--- src/rtl/axis_traffic_gen.sv ---
// axis_traffic_gen: programmable AXI-stream packet source.
//
// Emits cfg_pkt_count packets (0 = unbounded) of cfg_pkt_len bytes, separated by
// cfg_gap_cycles idle cycles, all tagged with cfg_flow_class. Configuration is latched
// on the start pulse. Each beat carries {class, beat index, packet sequence number} in
// its low bits so a downstream monitor can detect drops, duplicates and reordering.
//
// Ports:
//   clk, rst            clock, synchronous active-high reset
//   start, stop         one-cycle control pulses
//   cfg_*               run configuration (sampled on start only)
//   m_axis_*            AXI-stream master (tdata, tkeep, tvalid, tready, tlast)
//   m_flow_class        class tag of the presented beat (0 when tvalid is low)
//   busy, done          run in progress / run finished (held until next start)
//   sent_frame_count    accepted beats in the current run
//   sent_pkt_count      accepted packets (tlast handshakes) in the current run
module axis_traffic_gen #(
  parameter int unsigned AXIS_DATA_WIDTH = 256,
  parameter int unsigned AXIS_KEEP_WIDTH = AXIS_DATA_WIDTH / 8,
  parameter int unsigned GAP_WIDTH       = 16
) (
  input  logic                       clk,
  input  logic                       rst,
  input  logic                       start,
  input  logic                       stop,
  input  logic [15:0]                cfg_pkt_len,
  input  logic [GAP_WIDTH-1:0]       cfg_gap_cycles,
  input  logic [31:0]                cfg_pkt_count,
  input  logic [4:0]                 cfg_flow_class,
  output logic [AXIS_DATA_WIDTH-1:0] m_axis_tdata,
  output logic [AXIS_KEEP_WIDTH-1:0] m_axis_tkeep,
  output logic                       m_axis_tvalid,
  input  logic                       m_axis_tready,
  output logic                       m_axis_tlast,
  output logic [4:0]                 m_flow_class,
  output logic                       busy,
  output logic                       done,
  output logic [47:0]                sent_frame_count,
  output logic [31:0]                sent_pkt_count
);

  localparam logic [1:0] StIdle = 2'd0;
  localparam logic [1:0] StSend = 2'd1;
  localparam logic [1:0] StGap  = 2'd2;
  localparam logic [1:0] StDone = 2'd3;

  logic [1:0]           state_q, state_d;
  logic [15:0]          len_q, len_d;
  logic [GAP_WIDTH-1:0] gap_q, gap_d;
  logic [GAP_WIDTH-1:0] gap_cnt_q, gap_cnt_d;
  logic [31:0]          count_q, count_d;
  logic [4:0]           class_q, class_d;
  logic [31:0]          seq_q, seq_d;
  logic [15:0]          beat_q, beat_d;
  logic [47:0]          frame_q, frame_d;
  logic [31:0]          pkt_q, pkt_d;
  logic                 stop_pend_q, stop_pend_d;

  // len_q is never 0 once latched, so (len-1)/KEEP is the index of the final beat.
  logic [15:0]                last_beat;
  logic [15:0]                last_bytes;
  logic [AXIS_KEEP_WIDTH-1:0] last_keep;
  logic                       is_last;
  logic                       hs;
  logic                       count_hit;

  assign last_beat  = (len_q - 16'd1) / 16'(AXIS_KEEP_WIDTH);
  assign last_bytes = len_q - 16'(last_beat * 16'(AXIS_KEEP_WIDTH));
  assign is_last    = (beat_q == last_beat);
  assign hs         = m_axis_tvalid && m_axis_tready;
  assign count_hit  = (count_q != 32'd0) && ((pkt_q + 32'd1) == count_q);

  always_comb begin
    last_keep = '0;
    for (int unsigned i = 0; i < AXIS_KEEP_WIDTH; i++) begin
      last_keep[i] = (i < {16'd0, last_bytes});
    end
  end

  assign m_axis_tvalid    = (state_q == StSend);
  assign busy             = (state_q == StSend) || (state_q == StGap);
  assign done             = (state_q == StDone);
  assign sent_frame_count = frame_q;
  assign sent_pkt_count   = pkt_q;

  // Payload fields are gated by tvalid so every output reads 0 outside SEND.
  always_comb begin
    m_axis_tdata  = '0;
    m_axis_tkeep  = '0;
    m_axis_tlast  = 1'b0;
    m_flow_class  = 5'd0;
    if (m_axis_tvalid) begin
      m_axis_tdata[31:0]  = seq_q;
      m_axis_tdata[47:32] = beat_q;
      m_axis_tdata[52:48] = class_q;
      m_axis_tkeep        = is_last ? last_keep : '1;
      m_axis_tlast        = is_last;
      m_flow_class        = class_q;
    end
  end

  always_comb begin
    state_d     = state_q;
    len_d       = len_q;
    gap_d       = gap_q;
    gap_cnt_d   = gap_cnt_q;
    count_d     = count_q;
    class_d     = class_q;
    seq_d       = seq_q;
    beat_d      = beat_q;
    frame_d     = frame_q;
    pkt_d       = pkt_q;
    stop_pend_d = stop_pend_q;
    unique case (state_q)
      StIdle, StDone: begin
        if (start) begin
          state_d     = StSend;
          len_d       = (cfg_pkt_len == 16'd0) ? 16'd1 : cfg_pkt_len;
          gap_d       = cfg_gap_cycles;
          count_d     = cfg_pkt_count;
          class_d     = cfg_flow_class;
          seq_d       = 32'd0;
          beat_d      = 16'd0;
          frame_d     = 48'd0;
          pkt_d       = 32'd0;
          stop_pend_d = 1'b0;
        end
      end
      StSend: begin
        if (stop) begin
          stop_pend_d = 1'b1;
        end
        if (hs) begin
          frame_d = frame_q + 48'd1;
          if (is_last) begin
            pkt_d  = pkt_q + 32'd1;
            seq_d  = seq_q + 32'd1;
            beat_d = 16'd0;
            // A stop arriving with the tlast handshake still ends the run here.
            if (count_hit || stop_pend_q || stop) begin
              state_d = StDone;
            end else if (gap_q != '0) begin
              state_d   = StGap;
              gap_cnt_d = gap_q;
            end
          end else begin
            beat_d = beat_q + 16'd1;
          end
        end
      end
      StGap: begin
        if (stop || stop_pend_q) begin
          state_d = StDone;
        end else if (gap_cnt_q <= GAP_WIDTH'(1)) begin
          state_d = StSend;
        end else begin
          gap_cnt_d = gap_cnt_q - GAP_WIDTH'(1);
        end
      end
      default: state_d = StIdle;
    endcase
  end

  always_ff @(posedge clk) begin
    if (rst) begin
      state_q     <= StIdle;
      len_q       <= 16'd1;
      gap_q       <= '0;
      gap_cnt_q   <= '0;
      count_q     <= 32'd0;
      class_q     <= 5'd0;
      seq_q       <= 32'd0;
      beat_q      <= 16'd0;
      frame_q     <= 48'd0;
      pkt_q       <= 32'd0;
      stop_pend_q <= 1'b0;
    end else begin
      state_q     <= state_d;
      len_q       <= len_d;
      gap_q       <= gap_d;
      gap_cnt_q   <= gap_cnt_d;
      count_q     <= count_d;
      class_q     <= class_d;
      seq_q       <= seq_d;
      beat_q      <= beat_d;
      frame_q     <= frame_d;
      pkt_q       <= pkt_d;
      stop_pend_q <= stop_pend_d;
    end
  end

endmodule

--- config.mk ---
export PLATFORM = sky130hd
export DESIGN_NAME = axis_traffic_gen
export DESIGN_NICKNAME = d
export VERILOG_FILES = /design/src/rtl/axis_traffic_gen.sv
export SDC_FILE = /design/constraint.sdc
export NUM_CORES = 1
export LEC_CHECK = 0
export ABC_AREA = 1
export BUFFER_PORTS_ARGS = -buffer_cell sky130_fd_sc_hd__buf_4
export CAP_MARGIN = 20
export CELL_PAD_IN_SITES_DETAIL_PLACEMENT = 0
export CELL_PAD_IN_SITES_GLOBAL_PLACEMENT = 1
export CORE_ASPECT_RATIO = 0.9
export CORE_UTILIZATION = 33
export DETAILED_ROUTE_END_ITERATION = 12
export PLACE_DENSITY_LB_ADDON = 0.1
export SYNTH_ARGS = -nofsm -noshare
export SYNTH_HDL_FRONTEND = slang
export SYNTH_SLANG_ARGS = --single-unit
--- constraint.sdc ---
create_clock -name clk -period 3.4 [get_ports clk]
set_input_delay 0.51 -clock clk [delete_from_list [all_inputs] [get_ports clk]]
set_output_delay 0.51 -clock clk [all_outputs]
set_load 0.1 [all_outputs]
[After elaboration in Yosys (flattened, before gate mapping)]
Index checks and enable logic that the tools add are counted.
Word-level totals
  word-level logic and storage cells: 123
  register bits after elaboration: 216
  output and inout bits: 377
Cells by class
  $lt $le $gt $ge: 33
  reduce and logical (&&, ||, !) cells: 19
  muxes and demuxes: 38
  equal/unequal tests: 15
  add/sub/neg operators: 7
Operators by type and width (number)
  $lt 5x16->1 const A: 16
  $mux 32: 7
  $mux 16: 10
  $lt 4x16->1 const A: 8
  $pmux 32 s2: 2
  $mux 48: 2
  $pmux 48 s2: 1
  $add 32x1->32 const B: 2
  $lt 3x16->1 const A: 4
  $pmux 16 s2: 2
  $mux 53: 1
  $add 48x1->48 const B: 1
  $eq 32x32->1: 1
  $lt 1x16->1 const A: 2
  $lt 2x16->1 const A: 2
  $reduce_bool 32->1: 1
  $sub 16x1->16 const B: 2
  $add 16x1->16 const B: 1
  $eq 16x11->1: 1
  $le 16x1->1 const B: 1
  $logic_not 16->1: 1
  $reduce_bool 16->1: 1
  $sub 16x16->16: 1
  $mux 2: 7
  other kinds (19): 35

[Depth between registers and ports, before layout]
  word-level depth: 9
  depth in mapped cells: 25

[Worst setup path before layout]
OpenSTA, ideal clock, no wires.
  path type: register -> output
  start point: register len_q[4]
  end point: output m_axis_tkeep[16]
  cell stages (with the launch flop): 22
  buffers on the path: 0
  arrival time: 3.141 ns
  data required time: 2.890 ns
  setup slack: -0.251 ns
  cell sequence: dfxtp_1 or2_4 nor2_4 nand2_4 nor2_8 nand2_4 nor2_4 nand2_1 inv_1 ha_1 inv_1 nor2_1 a211oi_1 nand4_1 nor2_1 nand2_2 clkinv_2 nand3_2 nor2_4 nand3_2 nand2_4 nand2_1
On the way
  word-level cells in the longest chain between the ends: 5
  elaborated cells on any way between the ends: 6
  classes of those cells: add/sub: 2; order compare: 1; eq/ne: 1; mux: 2
Ends and longest elaborated chain
  start, declared: line 48  | logic [15:0] len_q, len_d;
  start signal, assigned: line 179  | len_q <= len_d;
  $sub 16x1->16: line 67  | assign last_beat = (len_q - 16'd1) / 16'(AXIS_KEEP_WIDTH);
  $sub 16x16->16: line 68  | assign last_bytes = len_q - 16'(last_beat * 16'(AXIS_KEEP_WIDTH));
  $lt 5x16->1: line 76  | last_keep[i] = (i < {16'd0, last_bytes});
  $mux 32 *: line 96  | m_axis_tkeep = is_last ? last_keep : '1;
  $mux 32 *: line 92  | if (m_axis_tvalid) begin
  end, declared: line 31  | output logic [AXIS_KEEP_WIDTH-1:0] m_axis_tkeep,
Every way passes the cells marked *; elsewhere a longest branch is shown, timed or not.

[Worst setup path in the final report]
  start point: register len_q[4]
  end point: output m_axis_tkeep[24]
Same word-level chain as after synthesis.

==> run metrics <==
Die Wd 227 µm; Slew Viols, Final 0; status finished, violations left; Top FF cell, synth dfxtp_1; share of cells above drive strength 1 18.5%; Post-synth ARST share 0%; failing checks negative setup slack; WL met3 2480 µm; most common cell after layout, fill and taps aside nand2_1; Hold-fix buffers, CTS 0; final core utilization 42.8%; WHS Path Cells 3; core area 0.0446 mm²; CP startpoint len_q[4]; Starting Density 33.7%; Worst R2R End sent_pkt_count[8]; count of cell types in the netlist 52; Worst slew margin 35.5%; Layout Nets 2741; cts bufs inserted 28; RSZ-0062 raised after global routing true; part of the cycle the worst path needs 121%; critical path's most frequent cell nand2_2; worst slack, placed -269 ps; mean routed wirelength per cell 15.5 µm; CTS tree built; routed vias/inst 4.60; hold wc startpoint cfg_pkt_count[30]; WL final 50700 µm; global-route usage over all layers 20.9%; cells along the critical path or2_4 > nor2_4 > nand2_4 > nor2_8 > nand2_8 > nor2_4 > nand2_2 > inv_2 > ha_4 > inv_2 > nand2_2 > nand4_1 > nor4_2 > nand4_1 > nor2_1 > nand2_2 > clkinv_4 > nand3_4 > nor2_4 > nand3_2 > nand2_4 > buf_12 > nand2_2 > buf_8; crit path max fanout 9; DP Area 0.0173 mm²; Pwr Density 778 mW/mm²; VDD IR max 402 µV; worst reg-to-reg setup slack 30 ps; post-synth top area cell dfxtp_1; die area 0.0464 mm²; highest metal used met5; vias 15053; post-layout min period 4120 ps; Post-Syn Area 0.0150 mm²; CP Capture Type primary output; Root Driver clkbuf_16; commonest cells after routing, fill and taps aside 500 x nand2_1, 320 x nor2_1, 285 x buf_4, 266 x inv_1, 213 x dfxtp_1; crit start category flop; clk_lat worst skew 560 ps; Final Cell Area 0.0191 mm²; Reg2Reg Launch Point len_q[4]; largest net degree at the start of global routing 81; Critical Path AT 3610 ps; gr ovfl total 0; row cnt 73; Final Setup Violations 33; First-pass DRT Iterations 6; Max clock buf depth 3; met2 WL post-DR 22600 µm; Critical Path RT 2890 ps; Post-synth EDFFs 0; DPL Wire Length 37900 µm; detailed-route DRC error count 0; max_cap viols 0; Synth Warn # 0; H-tree Lvls 1; Detail Route Antenna Nets 0; CP max-delay cell dfxtp_2; Worst-path clk slew 60 ps; Pleak 8.58 nW; first-pass GRT wire length 76700 µm; crit-path max cell delay 320 ps; Worst-Margin Slew 967 ps; Synth area leaders dfxtp_1 29%, nand2_1 13%, buf_4 11%; Final WS setup -721 ps; non-filler instance count after layout 3271; crit path kind flop to primary output; 1st-iter DRT viols 840; RePlAce Congestion 0.831; type of the tightest min-delay check primary input to flop; DIE HEIGHT 204 µm; Max Clk Rate 243 MHz; Yosys top cell area share 28.8%; clock skew 20.6 ps; Top Ports 451; n_diodes 0; Final Hold Viols 0; Syn Inst Count 2363; vias in the first global route 14009; Reg2Reg Depth 25; Placed Instances 3202; Metal-1 WL 24400 µm; mean post-synth cell area 6.36 µm²; TritonCTS Sinks 216; sequential area share after synthesis 28.8%; area delta synth->final 26.9%; initial antenna violation count 1; port bufs 247; hold path endpoint count_q[30]; Yosys reg bits 216
==> synthesized netlist by cell type, types with 9 or more instances <==
cell,n
a21oi_1,123
nand3b_1,21
nor2_4,9
o21a_1,10
o21ai_0,132
o21ai_1,11
o22ai_1,20
nor3_1,58
xnor2_1,13
nor2_2,9
nor2_1,324
ha_1,18
clkbuf_1,49
nand4_1,41
buf_2,14
a211oi_1,13
nand3_1,131
inv_1,271
nand2_2,25
buf_4,211
nand2_1,519
xor2_1,48
dfxtp_1,216
nor4_1,25
==> power breakdown <==
part           switching [mW]  total [mW]  leakage, nW  internal, mW
combinational            5.98        8.55         6.36          2.57
clock                    1.18        3.03        0.458          1.85
sequential              0.334        3.24         1.76          2.91
total                    7.49        14.8         8.58          7.33
==> area by class of cell <==
class,count,area [µm²]
multi-input cells,1788,8890
well taps,600,751
inverters,280,1070
repair buffers,335,3080
clock buffers,48,897
clock inverters,4,50.0
flip-flops and latches,216,4330
fillers,4742,25500
==> repair_timing <==
action,CTS,global route
setup buffers,6,4
cloned,1,6
setup endpoints to repair,33,120
gates resized for setup,128,23
pin swaps,9,0
==> stage by stage <==
stage                     TNS (ps)  hold slack (ps)  power, mW
after floorplan              -2310              430       9.33
after global placement       -4030              438       10.9
after detailed placement     -7220              440       10.9
after CTS                   -21280              186       14.7
after global routing        -39800              223       15.7
final                       -22340              213       14.8
==> critical path: cells and delay by family (launching register included) <==
| family | cells | cell delay, ps |
|---|---|---|
| flip-flops | 1 | 320 |
| adder cells (fa/ha/maj) | 1 | 140 |
| AND/OR/NAND/NOR | 18 | 2060 |
| buffers and inverters | 5 | 530 |
==> routing by layer <==
| layer | up-vias | GRT usage (%) |
|---|---|---|
| li1 | 7725 | - |
| met1 | 6843 | 29.1 |
| met5 | - | 0 |
| met3 | 73 | 2.44 |
| met2 | 410 | 34.0 |
| met4 | 2 | 5.14 |
==> how the worst max path moves through the flow <==
stage | end | cells past startpoint | slack [ps]
after floorplan | m_axis_tkeep[5] | 23 | -170
after global placement | m_axis_tkeep[14] | 21 | -170
after detailed placement | m_axis_tkeep[7] | 21 | -270
after CTS | m_axis_tkeep[7] | 21 | -680
after global routing | m_axis_tkeep[24] | 24 | -990
final | m_axis_tkeep[24] | 24 | -720
==> sequential cells by signal (all words and copies together) (netlist names) <==
register          cells
seq_q                32
sent_pkt_count       32
gap_q                16
beat_q               16
count_q              32
stop_pend_q           1
sent_frame_count     48
state_q               2
gap_cnt_q            16
len_q                16
class_q               5
==> cell families after synthesis <==
logic type      Yosys count  share of synthesized area, %
simple gates           1185                          34.7
xor+xnor                 63                          3.86
fa+ha+maj                18                          1.50
buf+inv                 563                          19.8
flops                   216                          28.8
other cells               1                        0.0250
compound gates          317                          11.3
No activity file was read; power rests on OpenSTA's default activity.
